==> src/rtl/mem_sched.sv <==
// Round-robin scheduler sharing one 8-bit memory port between CLIENT_CNT requesters.
// Serialises 8/16/32-bit client accesses into little-endian byte cycles, one ready pulse per access.
module mem_sched #(
  parameter int A_WIDTH    = 8,
  parameter int CLIENT_CNT = 2
) (
  input  logic                          clk,
  input  logic                          rst,
  input  logic [CLIENT_CNT-1:0]         requests,
  input  logic [CLIENT_CNT*A_WIDTH-1:0] client_addrs,
  input  logic [CLIENT_CNT-1:0]         client_wes,
  input  logic [2*CLIENT_CNT-1:0]       client_widths,
  input  logic [32*CLIENT_CNT-1:0]      client_wdata,
  output logic [CLIENT_CNT-1:0]         client_readies,
  output logic [31:0]                   rdata,
  output logic [A_WIDTH-1:0]            mem_addr,
  output logic [7:0]                    mem_wdata,
  output logic                          mem_we,
  input  logic [7:0]                    mem_rdata
);

  localparam int PW = (CLIENT_CNT > 1) ? $clog2(CLIENT_CNT) : 1;

  typedef enum logic [1:0] {IDLE, XFER, DRAIN, DONE} state_t;

  state_t                state;
  logic [PW-1:0]         rr_ptr;
  logic [PW-1:0]         grant;
  logic [PW-1:0]         pick;
  logic [A_WIDTH-1:0]    base;
  logic                  lat_we;
  logic [31:0]           lat_wdata;
  logic [1:0]            idx;
  logic [1:0]            last_idx;
  logic [A_WIDTH-1:0]    sel_addr;
  logic                  sel_we;
  logic [1:0]            sel_width;
  logic [31:0]           sel_wdata;
  logic [CLIENT_CNT-1:0] grant_onehot;

  // Scanned from the far end so the candidate closest to ptr is the last one kept.
  function automatic logic [PW-1:0] rr_pick(input logic [CLIENT_CNT-1:0] req,
                                            input logic [PW-1:0] ptr);
    logic [CLIENT_CNT-1:0] rot;
    int unsigned           c;
    rr_pick = ptr;
    for (int unsigned i = CLIENT_CNT; i > 0; i--) begin
      c   = (32'(ptr) + i - 1) % CLIENT_CNT;
      rot = req >> c;
      if (rot[0]) rr_pick = PW'(c);
    end
  endfunction

  function automatic logic [PW-1:0] rr_next(input logic [PW-1:0] g);
    int unsigned c;
    c = (32'(g) + 1) % CLIENT_CNT;
    return PW'(c);
  endfunction

  function automatic logic [1:0] width_last(input logic [1:0] w);
    case (w)
      2'b00:   return 2'd0;
      2'b01:   return 2'd1;
      default: return 2'd3;
    endcase
  endfunction

  always_comb begin
    pick      = rr_pick(requests, rr_ptr);
    sel_addr  = client_addrs[pick*A_WIDTH +: A_WIDTH];
    sel_we    = client_wes[pick];
    sel_width = client_widths[2*pick +: 2];
    sel_wdata = client_wdata[32*pick +: 32];
    grant_onehot        = '0;
    grant_onehot[grant] = 1'b1;
  end

  always_ff @(posedge clk or negedge rst) begin
    if (!rst) begin
      state          <= IDLE;
      rr_ptr         <= '0;
      grant          <= '0;
      base           <= '0;
      lat_we         <= 1'b0;
      lat_wdata      <= '0;
      idx            <= '0;
      last_idx       <= '0;
      client_readies <= '0;
      rdata          <= '0;
      mem_addr       <= '0;
      mem_wdata      <= '0;
      mem_we         <= 1'b0;
    end else begin
      case (state)
        IDLE: begin
          client_readies <= '0;
          mem_we         <= 1'b0;
          mem_wdata      <= '0;
          if (|requests) begin
            grant     <= pick;
            rr_ptr    <= rr_next(pick);
            base      <= sel_addr;
            lat_we    <= sel_we;
            lat_wdata <= sel_wdata;
            last_idx  <= width_last(sel_width);
            idx       <= '0;
            rdata     <= '0;
            mem_addr  <= sel_addr;
            mem_we    <= sel_we;
            mem_wdata <= sel_we ? sel_wdata[7:0] : 8'h00;
            state     <= XFER;
          end
        end
        XFER: begin
          // Read data trails its address by one cycle, so this edge captures byte idx-1.
          if (!lat_we && idx != 2'd0)
            rdata[8*(idx - 2'd1) +: 8] <= mem_rdata;
          if (idx == last_idx) begin
            mem_we    <= 1'b0;
            mem_wdata <= '0;
            if (lat_we) begin
              client_readies <= grant_onehot;
              state          <= DONE;
            end else begin
              state <= DRAIN;
            end
          end else begin
            idx       <= idx + 2'd1;
            mem_addr  <= base + A_WIDTH'(idx + 2'd1);
            mem_wdata <= lat_we ? lat_wdata[8*(idx + 2'd1) +: 8] : 8'h00;
          end
        end
        DRAIN: begin
          rdata[8*last_idx +: 8] <= mem_rdata;
          client_readies         <= grant_onehot;
          state                  <= DONE;
        end
        DONE: begin
          client_readies <= '0;
          mem_we         <= 1'b0;
          mem_wdata      <= '0;
          state          <= IDLE;
        end
        default: state <= IDLE;
      endcase
    end
  end

endmodule

==> config.mk <==
export PLATFORM = sky130hd
export DESIGN_NAME = mem_sched
export DESIGN_NICKNAME = d
export VERILOG_FILES = /design/src/rtl/mem_sched.sv
export SDC_FILE = /design/constraint.sdc
export NUM_CORES = 1
export LEC_CHECK = 0
export CAP_MARGIN = 20
export CORE_MARGIN = 2
export CORE_UTILIZATION = 47
export CTS_CLUSTER_SIZE = 30
export DETAILED_ROUTE_END_ITERATION = 10
export PLACE_DENSITY = 0.91
export SLEW_MARGIN = 5
export SYNTH_ARGS = -nofsm -noshare
export SYNTH_HDL_FRONTEND = slang
export SYNTH_SLANG_ARGS = --single-unit
==> constraint.sdc <==
create_clock -name clk -period 2.6 [get_ports clk]
set_clock_uncertainty 0.15 [all_clocks]
set_input_delay 0.26 -clock clk [delete_from_list [all_inputs] [get_ports clk]]
set_output_delay 0.26 -clock clk [all_outputs]
set_load 0.005 [all_outputs]
==> run metrics <==
Sequential Power Share 33.0%; Final Hold Fails 0; commonest non-fill, non-tap cell in the layout clkdlybuf4s50_1; clock network fraction of total power 13.6%; worst hold path type primary input to async pin; critical path class flip-flop to flip-flop; number of synthesized flops with an enable pin 0; Pwr per Cell Area 1030 mW/mm²; Final Total Pwr 0.00692 W; CP Max Fanout 9; DRC violations left 0; Filler cells 789; Syn Nets 582; Overflow after GRT 0; # H-tree levels 3; post-route clock period utilization 95.7%; Clock Root Buffer clkbuf_8; Reg2Reg Depth 8; fmax 0.402 GHz; Worst Path Arrival 2.60 ns; critical path capture point type flip-flop; cell accounting for the most synthesized area dfrtp_1; count of final setup violators 0; layout cells sized above 1 7.38%; HPWL after DPL 10400 µm; vias in the first global route 4401; initial antenna violation count 0; Leakage 3.01 nW; number of vias in the routed layout 4385; outcome finished, final reports clean; Tot GR Track Use 24.6%; end of the worst register-to-register path rdata[23]$_DFFE_PN0P_; highest-count cells in the layout ignoring fill and taps clkdlybuf4s50_1 (147), dfrtp_1 (92), inv_1 (39); antenna-violating nets left 0; worst flop-to-flop path startpoint state[1]$_DFFE_PN0P_; Comb pwr share 53.4%; reg-to-reg slack, setup 0.11 ns; Yosys reg bits 92; top cells by area, synth dfrtp_1 (47%), mux2i_1 (6.0%), a222oi_1 (4.9%), ha_1 (4.6%), a22o_1 (4.3%); Iter 0 DRT Violations 271; sequential-to-total area share from yosys stat 47.3%; CP startpoint state[1]$_DFFE_PN0P_; Critical Path Sink rdata[23]$_DFFE_PN0P_; area grow syn2layout 38.5%; area of the core 0.0102 mm²; Avg Synthesized Cell Area 10.5 µm²; clk slew on worst S/H paths 0.10 ns; number of port buffers 148; post-DR wirelength/cell 18.0 µm; Cell variety after synth 53; Mapped Cells 465; Sw Ratio 41.9%; maxcap violations 0; width of the die 106 µm; Pint 0.00402 W; hold bufs inserted after CTS 1; setup TNS 0 ns; Initial DRT Pass Iterations 6; global-route wire length before repair 21900 µm; maximum VDD drop 0.000691 V; crit start category flip-flop; Synth warnings 0; top cell type's share of synthesized area 47.3%; CTS tree yes; FP Rows 37; Max Slew Vio Count 0; minimum clock period 2.49 ns; Post-CTS Setup Bufs 0; final RePlAce weighted congestion 0.887; Crit path required time 2.71 ns; FFs w/ async S/R, synth 100%; Avg Vias per Cell 5.78; ys flop type dfrtp_1; Nets 735; largest net degree at the start of global routing 48; I/O pin count 149; Sink Count 92; RSZ-0062 raised after global routing no; post-CTS sizing 0; synthesized area 0.00487 mm²; Clock Latency Late Sink 0.36 ns; die area 0.0112 mm²; NetSw 0.00290 W; Max transition margin 58.9%; maximum root-to-sink buffer count 2; ANT cells 0; Initial Util 47.8%; worst-margin pin slew 0.616 ns; Post-Route WL 13600 µm; DIE HEIGHT 106 µm; CTS buffer count 9
==> critical path, cell delays in order, from the launching register on <==
cell and delay [ns]:
dfrtp_1 0.46, inv_1 0.12, ha_1 0.28, nor3b_1 0.17, buf_4 0.17, nor4b_1 0.43, nand2_1 0.31, a21o_1 0.23
o311ai_1 0.07
==> through the flow <==
| stage | setup WS [ns] | util (%) | hold WS (ns) | area [µm²] | cells |
|---|---|---|---|---|---|
| finish | 0.112 | 66.2 | 0.292 | 6740 | 759 |
| global route | 0.0362 | 66.2 | 0.330 | 6740 | 759 |
| CTS | 0.182 | 66.2 | 0.296 | 6740 | 759 |
| detailed placement | 0.0957 | 64.2 | 0.153 | 6540 | 742 |
| global placement | 0.230 | 64.2 | 0.145 | 6540 | 742 |
| floorplan | 0.289 | - | -0.186 | 4870 | 465 |
==> cell type report <==
class	count	area, µm²	share of cell area, %
repair buffers	165	1620	24.1
well taps	136	170	2.52
clock buffers	10	138	2.04
clock inverters	6	52.6	0.780
multi-input cells	309	2300	34.2
inverters	41	154	2.28
flip-flops and latches	92	2300	34.1
==> cell usage after synthesis (5+ instances only) <==
cell and count:
nor2b_1 9, and3_1 7, o21a_1 9, ha_1 18, a222oi_1 24, a22o_1 24, nand2_1 38, buf_2 5
inv_1 39, mux2i_1 29, nor2_1 17, xnor2_1 5, mux2_2 7, a21oi_1 29, dfrtp_1 92, o221ai_1 16
o21ai_0 20, clkbuf_1 13, xor2_1 5
==> state kept, by name, indices dropped and copies added, names as in the netlist, 2 cells and up <==
signal,cells
base,8
client_readies,2
mem_addr,8
lat_wdata,24
rdata,32
last_idx,2
idx,2
mem_wdata,8
state,2
==> worst min-delay path by stage <==
stage                     startpoint                 endpoint  slack [ns]
final                            rst      base[0]$_DFFE_PN0P_        0.29
after floorplan                  rst      base[0]$_DFFE_PN0P_       -0.19
after global routing             rst  mem_addr[0]$_DFFE_PN0P_        0.33
after global placement           rst    rdata[12]$_DFFE_PN0P_        0.14
after CTS                        rst      base[0]$_DFFE_PN0P_        0.30
after detailed placement         rst    rdata[13]$_DFFE_PN0P_        0.15
==> power by group through the flow <==
stage                     Combinational (W)  Clock, W  Sequential [W]
after floorplan                     0.00240         0         0.00223
after global placement              0.00345         0         0.00228
after detailed placement            0.00364         0         0.00230
after CTS                           0.00368  0.000943         0.00228
after global routing                0.00404   0.00101         0.00234
final                               0.00369  0.000939         0.00228
==> layer usage <==
metal	up-vias	track usage, %	routed length, µm	share of wire, %
met3	23	4.82	953	7.0
met1	2111	31.6	5640	41
met2	217	41.6	6830	50
met4	0	8.55	216	1.6
met5	-	0	0	0
li1	2034	-	-	-
==> cells by family (layout without fill, tap and decap cells) <==
| family | count (synthesis) | after routing | synth area share [%] |
|---|---|---|---|
| compound gates | 147 | 147 | 22.6 |
| simple gates | 96 | 96 | 10.0 |
| xor+xnor | 10 | 10 | 1.80 |
| mux | 36 | 36 | 7.58 |
| fa+ha+maj | 20 | 20 | 5.27 |
| buf+inv | 64 | 222 | 5.47 |
| flops | 92 | 92 | 47.3 |
No activity file was read; power rests on OpenSTA's default activity.
